[config.mk]
export PLATFORM = sky130hd
export DESIGN_NAME = mux2_sel_arbiter
export DESIGN_NICKNAME = d
export VERILOG_FILES = /design/src/rtl/mux2_sel_arbiter.sv
export SDC_FILE = /design/constraint.sdc
export NUM_CORES = 1
export LEC_CHECK = 0
export BUFFER_PORTS_ARGS = -buffer_cell sky130_fd_sc_hd__buf_4
export CAP_MARGIN = 25
export CORE_MARGIN = 2
export CORE_UTILIZATION = 43
export DETAILED_ROUTE_END_ITERATION = 12
export HOLD_SLACK_MARGIN = 0.15
export PLACE_DENSITY = 0.58
export SLEW_MARGIN = 25
export SYNTH_ARGS = -nofsm -noshare
export SYNTH_HDL_FRONTEND = slang
export SYNTH_SLANG_ARGS = --single-unit
[constraint.sdc]
create_clock -name clk -period 5.85 [get_ports clk]
set_input_delay 0.8775 -clock clk [delete_from_list [all_inputs] [get_ports clk]]
set_output_delay 0.8775 -clock clk [all_outputs]
set_load 0.02 [all_outputs]
[src/rtl/mux2_sel_arbiter.sv]
// Round-robin owner of the mux2 select line, with a settle window after every sel change.
// Optional MUX2_ARB_LOCK_EN adds a lock input that suppresses MAX_HOLD preemption.
module mux2_sel_arbiter #(
  parameter int unsigned SETTLE_CYCLES = 2,
  parameter int unsigned MAX_HOLD      = 8
) (
  input  logic clk,
  input  logic rst_n,
  input  logic req0,
  input  logic req1,
`ifdef MUX2_ARB_LOCK_EN
  input  logic lock,
`endif
  output logic gnt0,
  output logic gnt1,
  output logic sel,
  output logic out_valid
);

  typedef enum logic [1:0] {IDLE, SETTLE, GRANT0, GRANT1} state_e;

  localparam logic [3:0] SETTLE_LD = 4'(SETTLE_CYCLES - 1);
  localparam logic [7:0] HOLD_MAX  = 8'(MAX_HOLD);

  state_e     state_q, state_d;
  logic       sel_q, sel_d;
  logic       last_q, last_d;
  logic [7:0] hold_q, hold_d;
  logic [3:0] settle_q, settle_d;
  logic       gnt0_q, gnt1_q, ov_q;
  logic       lock_act;
  logic       tgt, req_sel, req_oth;

`ifdef MUX2_ARB_LOCK_EN
  assign lock_act = lock;
`else
  assign lock_act = 1'b0;
`endif

  // On a tie the requester that did not own the mux last wins.
  assign tgt     = (req0 && req1) ? ~last_q : req1;
  assign req_sel = sel_q ? req1 : req0;
  assign req_oth = sel_q ? req0 : req1;

  always_comb begin
    state_d  = state_q;
    sel_d    = sel_q;
    last_d   = last_q;
    hold_d   = hold_q;
    settle_d = settle_q;
    unique case (state_q)
      IDLE: begin
        if (req0 || req1) begin
          if (tgt == sel_q) begin
            state_d = tgt ? GRANT1 : GRANT0;
            last_d  = tgt;
            hold_d  = 8'd1;
          end else begin
            sel_d    = tgt;
            settle_d = SETTLE_LD;
            state_d  = SETTLE;
          end
        end
      end
      SETTLE: begin
        if (settle_q != 4'd0) begin
          settle_d = settle_q - 4'd1;
        end else if (req_sel) begin
          state_d = sel_q ? GRANT1 : GRANT0;
          last_d  = sel_q;
          hold_d  = 8'd1;
        end else if (req_oth) begin
          sel_d    = ~sel_q;
          settle_d = SETTLE_LD;
        end else begin
          state_d = IDLE;
        end
      end
      GRANT0, GRANT1: begin
        if (hold_q != HOLD_MAX) hold_d = hold_q + 8'd1;
        // In GRANT, sel always points at the grantee, so req_sel is its request.
        if (!req_sel) begin
          if (req_oth) begin
            sel_d    = ~sel_q;
            settle_d = SETTLE_LD;
            state_d  = SETTLE;
          end else begin
            state_d = IDLE;
          end
        end else if (req_oth && (hold_q == HOLD_MAX) && !lock_act) begin
          sel_d    = ~sel_q;
          settle_d = SETTLE_LD;
          state_d  = SETTLE;
        end
      end
      default: state_d = IDLE;
    endcase
  end

  always_ff @(posedge clk) begin
    if (!rst_n) begin
      state_q  <= IDLE;
      sel_q    <= 1'b0;
      last_q   <= 1'b1;
      hold_q   <= 8'd0;
      settle_q <= 4'd0;
      gnt0_q   <= 1'b0;
      gnt1_q   <= 1'b0;
      ov_q     <= 1'b0;
    end else begin
      state_q  <= state_d;
      sel_q    <= sel_d;
      last_q   <= last_d;
      hold_q   <= hold_d;
      settle_q <= settle_d;
      gnt0_q   <= (state_d == GRANT0);
      gnt1_q   <= (state_d == GRANT1);
      ov_q     <= (state_d == GRANT0) || (state_d == GRANT1);
    end
  end

  assign gnt0      = gnt0_q;
  assign gnt1      = gnt1_q;
  assign sel       = sel_q;
  assign out_valid = ov_q;

endmodule

==> After elaboration in Yosys (flattened, before gate mapping) <==
Cells that the tools add are included.
{ "totals": {"regBits": 19, "in_bits": 4, "out_inout_bits": 4, "elab_cells": 82} }
{ "op_classes": {"n_addsub": 2, "eq_ne": 17, "muxes": 41, "n_bitwise": 2, "n_reduce_logical": 12} }
{ "ops": {"columns": ["cell", "n"], "rows": [
  ["8-bit two-way mux", 5],
  ["4-bit two-way mux", 7],
  ["8-bit case mux with 3 select lines", 1],
  ["1-bit two-way mux", 17],
  ["5-bit AND reduction", 3],
  ["2-bit two-way mux", 7],
  ["2-bit != test, second input constant", 7],
  ["4-bit case mux with 3 select lines", 1],
  ["8-bit by 1-bit adder with 8-bit output, second input constant", 1],
  ["2-bit == test, second input constant", 4],
  ["8-bit by 4-bit == test with 1-bit output, second input constant", 1],
  ["8-bit by 4-bit != test with 1-bit output, second input constant", 1],
  ["3-bit != test, second input constant", 2],
  ["2-bit case mux with 3 select lines", 1],
  ["4-bit AND reduction", 1],
  ["4-bit nonzero test", 1],
  ["4-bit by 1-bit subtractor with 4-bit output, second input constant", 1],
  ["1-bit case mux with 3 select lines", 1],
  ["2-bit by 1-bit == test with 1-bit output, second input constant", 1],
  ["1-bit logical AND", 2],
  ["2-bit zero test", 1],
  ["1-bit logical OR", 2],
  ["1-bit inverter", 2],
  ["1-bit case mux with 2 select lines", 1],
  ["3 further kinds", 3]
]} }

==> Logic depth before layout (Yosys ltp) <==
Gate-level depths: netlist of the first run.
{ "depth": {"word_depth": 8, "depth_mapped": 10, "depth_no_buf": 8} }

==> Worst setup path after synthesis of the first run <==
Ideal clock, no wire load.
{ "synth_path": {"path_type": "input -> register", "from": "input req0", "to": "register hold_q[4]", "setup_time_ns": 0.076, "arrival_ns": 2.675, "t_required_ns": 5.774, "slack_ns": 3.099, "cell_stages": 10, "path_buffers": 2, "cell_sequence": "clkbuf_1 > nand2_1 > nand2_1 > ha_1 > nor2b_1 > a211oi_2 > a22oi_1 > buf_2 > or3_1 > a21boi_0"} }
{ "synth_via": {"elab_chain_len": 5, "word_cells_on_any_way": 9, "cone_classes": "eq/ne (4); mux (2); reduce/logical (3)"} }
{ "synth_rtl": {"columns": ["item", "line_no", "source"], "rows": [
  ["start, declared", "9", "input logic req0,"],
  ["1-bit logical AND", "41", "assign tgt = (req0 && req1) ? ~last_q : req1;"],
  ["1-bit two-way mux", "41", null],
  ["1-bit == test", "54", "if (tgt == sel_q) begin"],
  ["2-bit != test (no source line)", null, null],
  ["5-bit AND reduction (no source line) (*)", null, null],
  ["end signal, assigned", "114", "hold_q <= hold_d;"],
  ["end, declared", "28", "logic [7:0] hold_q, hold_d;"]
]} }
Every way passes the cells marked *; elsewhere a longest branch is shown, timed or not.
A chain may end at the register's enable or synchronous reset.

==> Final worst setup path of the first run <==
{ "layout_path": {"from": "input req0", "to": "register hold_q[7]"} }
Same word-level chain as after synthesis.

==> metrics.txt, run 1 <==
drt drc 0; number of port buffers 7; FF-to-FF path depth 7; yosys warns 0; hold buffer count at CTS 0; IR drop worst, VDD 0.000229 V; Flop pwr share 38.0%; WHS just under 0.5 ns; final std cell area, no fill 1250 um2; Critical Path End hold_q[7]; Int Power 307 uW; clock-pin slew on the worst setup and hold paths about 0.11 ns; crit start category input port; share of post-route cells with drive strength above 1 between 10 and 15%; Syn Inst Count ~140; total die area 3150 um2; Max-cap violations 0; area share of fa/ha/maj cells after synthesis 5.35%; Area after DPL between 1000 and 1500 um2; CTS tree done; CP cell instances buf_4, nand2_1, nand2_1, ha_1, nor2b_1, a211oi_2, a22oi_1, or4_1, a21boi_1; Hold Path Class reg2reg; Antenna Cells 0; Largest delay share family, worst path simple AND/OR/NAND/NOR gates; slew margin rel. 39.0%; worst path buffer plus inverter count 1; max frequency 0.371 GHz; most frequent cells in the layout dfxtp_1 (19), nand2_1 (16), o21ai_0 (11); commonest non-fill, non-tap cell in the layout dfxtp_1; clock share of power approximately an eighth; number of post-CTS setup repair buffers 0; Reg-to-Reg Start sel; ys async rst share 0%; Cell variety after synth 46; minimum clock period after layout between 2 and 3 ns; DIE WIDTH between 50 and 60 um; gpl congestion between 0.9 and 1; Worst Path Arrival around 3 ns; largest net degree at the start of global routing 17; Initial DRC Count 32; pre-CTS setup slack 2.86 ns; slew of the pin with the lowest slew margin approximately 0.92 ns; post-CTS sizing 0; global route overflow 0; outcome completed; Avg Cell Area, Syn approximately 8.3 um2; most frequent cell on the critical path nand2_1; post-synthesis net count 150; R2R Setup Slk 3.28 ns; fin. max-slew vios 0; Clock Skews ~0.00094 ns; initial core utilization between 40 and 50%; worst reg2reg path endpoint hold_q[7]; Compound-Gate Fraction of Synth Area 28.9%; HPWL Detailed 1820 um; placed insts approximately 170; Clock Latency Late Sink 0.30 ns; Synth-to-Final Area Change 6.74%; period utilization ~46%; Tot Pwr 552 uW; DRT Wirelength roughly 2500 um; Final Worst Setup Slack between 3 and 4 ns; critical path fanouts, max 15; Post-Synthesis Cell Area around 1200 um2; largest family of logic cells by synthesized area compound AO/OA/AOI/OAI gates; Logic pwr share approximately half; via count between 1k and 1.5k; H-tree depth 1; setup violators final 0; CP Depth 9; Nets between 150 and 200; power per cell area roughly 440 nW/um2; Post-synth EDFFs 0; sequential area share after synthesis 32.5%; CTS max path bufs 2; Leak Pwr roughly 0.43 nW; Sink Count 19; Slowest-stage cell, CP or4_1; XOR/XNOR Fraction of Synth Area 0%; Root Driver clkbuf_4; filler instances about 240; FP Rows 18; RSZ-0062 raised after global routing no; Routed Antenna Nets 0; setup tns final 0 ns; CP startpoint req0; final hold violations 0; final design utilization about half; CP peak stage delay 0.57 ns; TritonRoute pass-1 iters 4; Crit. End Element flip-flop; core box area around 2500 um2; Synth Area in Simple Gates between 20% and 30%; switching power about 250 uW; mux contribution to synthesized area under 10%; Post-synth top flop dfxtp_1; Worst Setup Path Type in2reg; TritonCTS buffer count 3; antenna violations before repair 0; vias in the first global route roughly 940; sw frac 44.5%; Post-Layout Cell Count ~180; Via density a little over 6; flops & latches, synth 19; Worst Path Required between 6 and 7 ns; Ports 8; DR WL/cell ~14 um; die height approximately 56 um; GRT Total Usage 16.2%; global-route wire length before repair 4200 um
logic make-up after synthesis:
kind of cell	Yosys count
buf+inv	13
fa+ha+maj	5
flops	19
compound gates	48
mux	4
simple gates	52
sequential cells by signal (all words and copies together) (netlist names):
signal and count:
gnt0 1, gnt1 1, hold_q 8, last_q 1
out_valid 1, sel 1, settle_q 4, state_q 2
power groups by stage:
stage	logic [mW]	clock network, mW	registers [mW]
final	0.274	0.0682	0.210
after floorplan	0.224	0	0.199
after CTS	0.273	0.0711	0.208
after detailed placement	0.273	0	0.211
after global routing	0.308	0.0743	0.216
after global placement	0.270	0	0.211
per-layer routing:
layer  global-route usage [%]  wire length (um)  part of all wire (%)  up-vias
li1                         -                 -                     -      541
met1                     21.6              1190                    47      525
met2                     26.2              1190                    47       23
met3                     4.65               120                   4.8        2
met4                     2.72                16                  0.64        0
met5                        0                 0                     0        -
worst min path at each step:
stage	endpoint	cells after the start	from	slack [ns]
2_1_floorplan	settle_q[3]	1	settle_q[3]	0.45
3_3_place_gp	hold_q[7]	2	hold_q[7]	0.47
3_5_place_dp	hold_q[7]	2	hold_q[7]	0.48
4_1_cts	hold_q[7]	2	hold_q[7]	0.50
5_1_grt	hold_q[7]	2	hold_q[7]	0.53
6_report	hold_q[7]	2	hold_q[7]	0.50
cell type report:
class	instances	area [um2]	area share (%)
Clock buffer	4	26.3	2.10
Inverter	6	22.5	1.80
Multi-Input combinational cell	109	729	58.4
Sequential cell	19	380	30.5
Tap cell	30	37.5	3.01
Timing Repair Buffer	7	52.6	4.21
synth_stat cells, drive strengths merged, types with 2 or more instances:
library cell	instances	area (um2)
mux2i	3	30.0
nor2b	2	12.5
and2	3	21.3
o22ai	2	12.5
a311oi	3	26.3
a31oi	2	12.5
a211oi	2	20.0
nor2	6	22.5
a21oi	7	35.0
nor3	2	10.0
nand2	16	60.1
or3	3	18.8
buf	4	26.3
nand3b	2	15.0
clkbuf	3	11.3
inv	6	22.5
a21boi	6	45.0
ha	5	62.6
o31ai	5	37.5
o21ai	11	55.1
or4	3	22.5
dfxtp	19	380
a2111oi	2	23.8
nand3	4	20.0
nand4	4	25.0
worst reg2reg max path, stage by stage (launching register included):
cell	delay, ns
dfxtp_1	0.59
inv_1	0.12
ha_1	0.34
nor2b_1	0.14
a211oi_2	0.28
a22oi_1	0.32
or4_1	0.57
a21boi_1	0.16
Note: power is estimated with default switching activity, not from simulation.
==> run 2: changes to the inputs <==
==> constraint.sdc (replaced) <==
create_clock -name clk -period 2.6 [get_ports clk]
set_input_delay 0.39 -clock clk [delete_from_list [all_inputs] [get_ports clk]]
set_output_delay 0.39 -clock clk [all_outputs]
set_load 0.02 [all_outputs]
==> metrics.txt, run 2 (synthesis gave the netlist of run 1 again) <==
Slowest-stage cell, CP or4_1; CTS tree done; number of post-CTS setup repair buffers 0; minimum clock period after layout 2.32 ns; clock-pin slew on the worst setup and hold paths 0.10 ns; core box area between 2000 and 3000 um2; M3 GR Usage roughly 3.5%; Most Crowded Layer GR met2; CP cell instances nand2_1, nand2_1, ha_1, nor2b_1, a211oi_2, a22oi_1, or4_1, a21boi_0; worst path buffer plus inverter count 0; period utilization approximately nine tenths; DRT Wirelength roughly 2500 um; area occupied by multi-input gates between 700 and 800 um2; number of port buffers 7; Max-cap violations 0; Antenna Cells 0; total die area approximately 3200 um2; CP peak stage delay 0.56 ns; commonest non-fill, non-tap cell in the layout dfxtp_1; RSZ-0062 raised after global routing no; DIE WIDTH 56.2 um; crit start category flip-flop; max FFs per register 8; IR drop worst, VDD ~0.00056 V; share of post-route cells with drive strength above 1 about 14%; gpl congestion roughly 0.86; die height approximately 56 um; initial core utilization a little under half; Clock Latency Late Sink between 0.2 and 0.3 ns; Synth-to-Final Area Change 8.02%; slew of the pin with the lowest slew margin about 0.95 ns; HPWL Detailed between 1500 and 2000 um; DR WL/cell approximately 14 um; fin. max-slew vios 0; max frequency about 0.43 GHz; final hold violations 0; H-tree depth 1; met1 Usage GRT approximately a fifth; critical path fanouts, max 15; drt drc 0; antenna violations before repair 0; CP Depth 8; most frequent cell on the critical path nand2_1; Root Driver clkbuf_4; Crit. End Element flip-flop; via count roughly 1.1k; CTS max path bufs 2; TritonCTS buffer count 3; Leak Pwr 0.443 nW; post-CTS sizing 0; GRT Total Usage between 15 and 20%; Sink Count 19; global-route wire length before repair around 4000 um; largest net degree at the start of global routing 17; filler instances ~260; power per cell area between 900 and 1000 nW/um2; WHS ~0.32 ns; Ports 8; Routed Antenna Nets 0; hold depth 2; outcome completed; TritonRoute pass-1 iters 4; Largest Register hold_q; vias in the first global route approximately 900; Regs by FF count hold_q x8, settle_q x4, state_q x2; GR Util met2 26.9%; Hold Path Class in2reg; Nets around 160; Largest delay share family, worst path simple AND/OR/NAND/NOR gates; global route overflow 0; FF-to-FF path depth 8; slew margin rel. 36.9%; setup violators final 0; Clock Skews 0.000980 ns; Worst Path Arrival between 2 and 3 ns; most frequent cells in the layout dfxtp_1 (19), nand2_1 (16), o21ai_0 (11); Worst Setup Path Type reg2reg; FP Rows 18; Initial DRC Count 35; Via density just over 6; Seq. cell area 380 um2; setup tns final 0 ns; hold buffer count at CTS 0; Worst Path Required ~2.8 ns
==> run 2: cell count changes in the layout (fill, tap and decap cells not counted) <==
| cell | change |
|---|---|
| buf_4 | +2 |
==> run 2: final cells by class <==
cell class	instances	area share, %
well taps	30	2.97
inverters	6	1.78
repair buffers	9	5.35
clock buffers	4	2.08
flip-flops and latches	19	30.1
multi-input cells	109	57.7
==> run 2: where the power goes <==
group          internal (mW)  switching [mW]
Sequential             0.362          0.0931
Combinational          0.277           0.366
Clock                 0.0596          0.0869
Total                  0.699           0.546
==> run 2: final timing paths <==
| path | startpoint | to | slack, ns |
|---|---|---|---|
| hold reg to reg | hold_q[7] | hold_q[7] | 0.49 |
| hold / removal | rst_n | last_q | 0.32 |
| setup / recovery | last_q | hold_q[5] | 0.28 |
| setup reg to reg | last_q | hold_q[5] | 0.28 |
==> run 2: routing by layer <==
metal,wire length [um],share of wire (%),vias to the layer above
li1,-,-,545
met1,1160,47,511
met2,1160,47,32
met3,145,5.9,2
met4,16,0.65,0
met5,0,0,-
==> run 2: stage by stage <==
stage | utilization [%] | worst slack (ns) | power [mW] | cells | cell area (um2)
after floorplan | - | 0.306 | 0.952 | 141 | 1170
after global placement | 49.1 | 0.217 | 1.10 | 173 | 1240
after detailed placement | 49.1 | 0.145 | 1.10 | 173 | 1240
after CTS | 50.1 | 0.284 | 1.25 | 177 | 1260
after global routing | 50.1 | 0.0455 | 1.35 | 177 | 1260
final | 50.1 | 0.278 | 1.25 | 177 | 1260
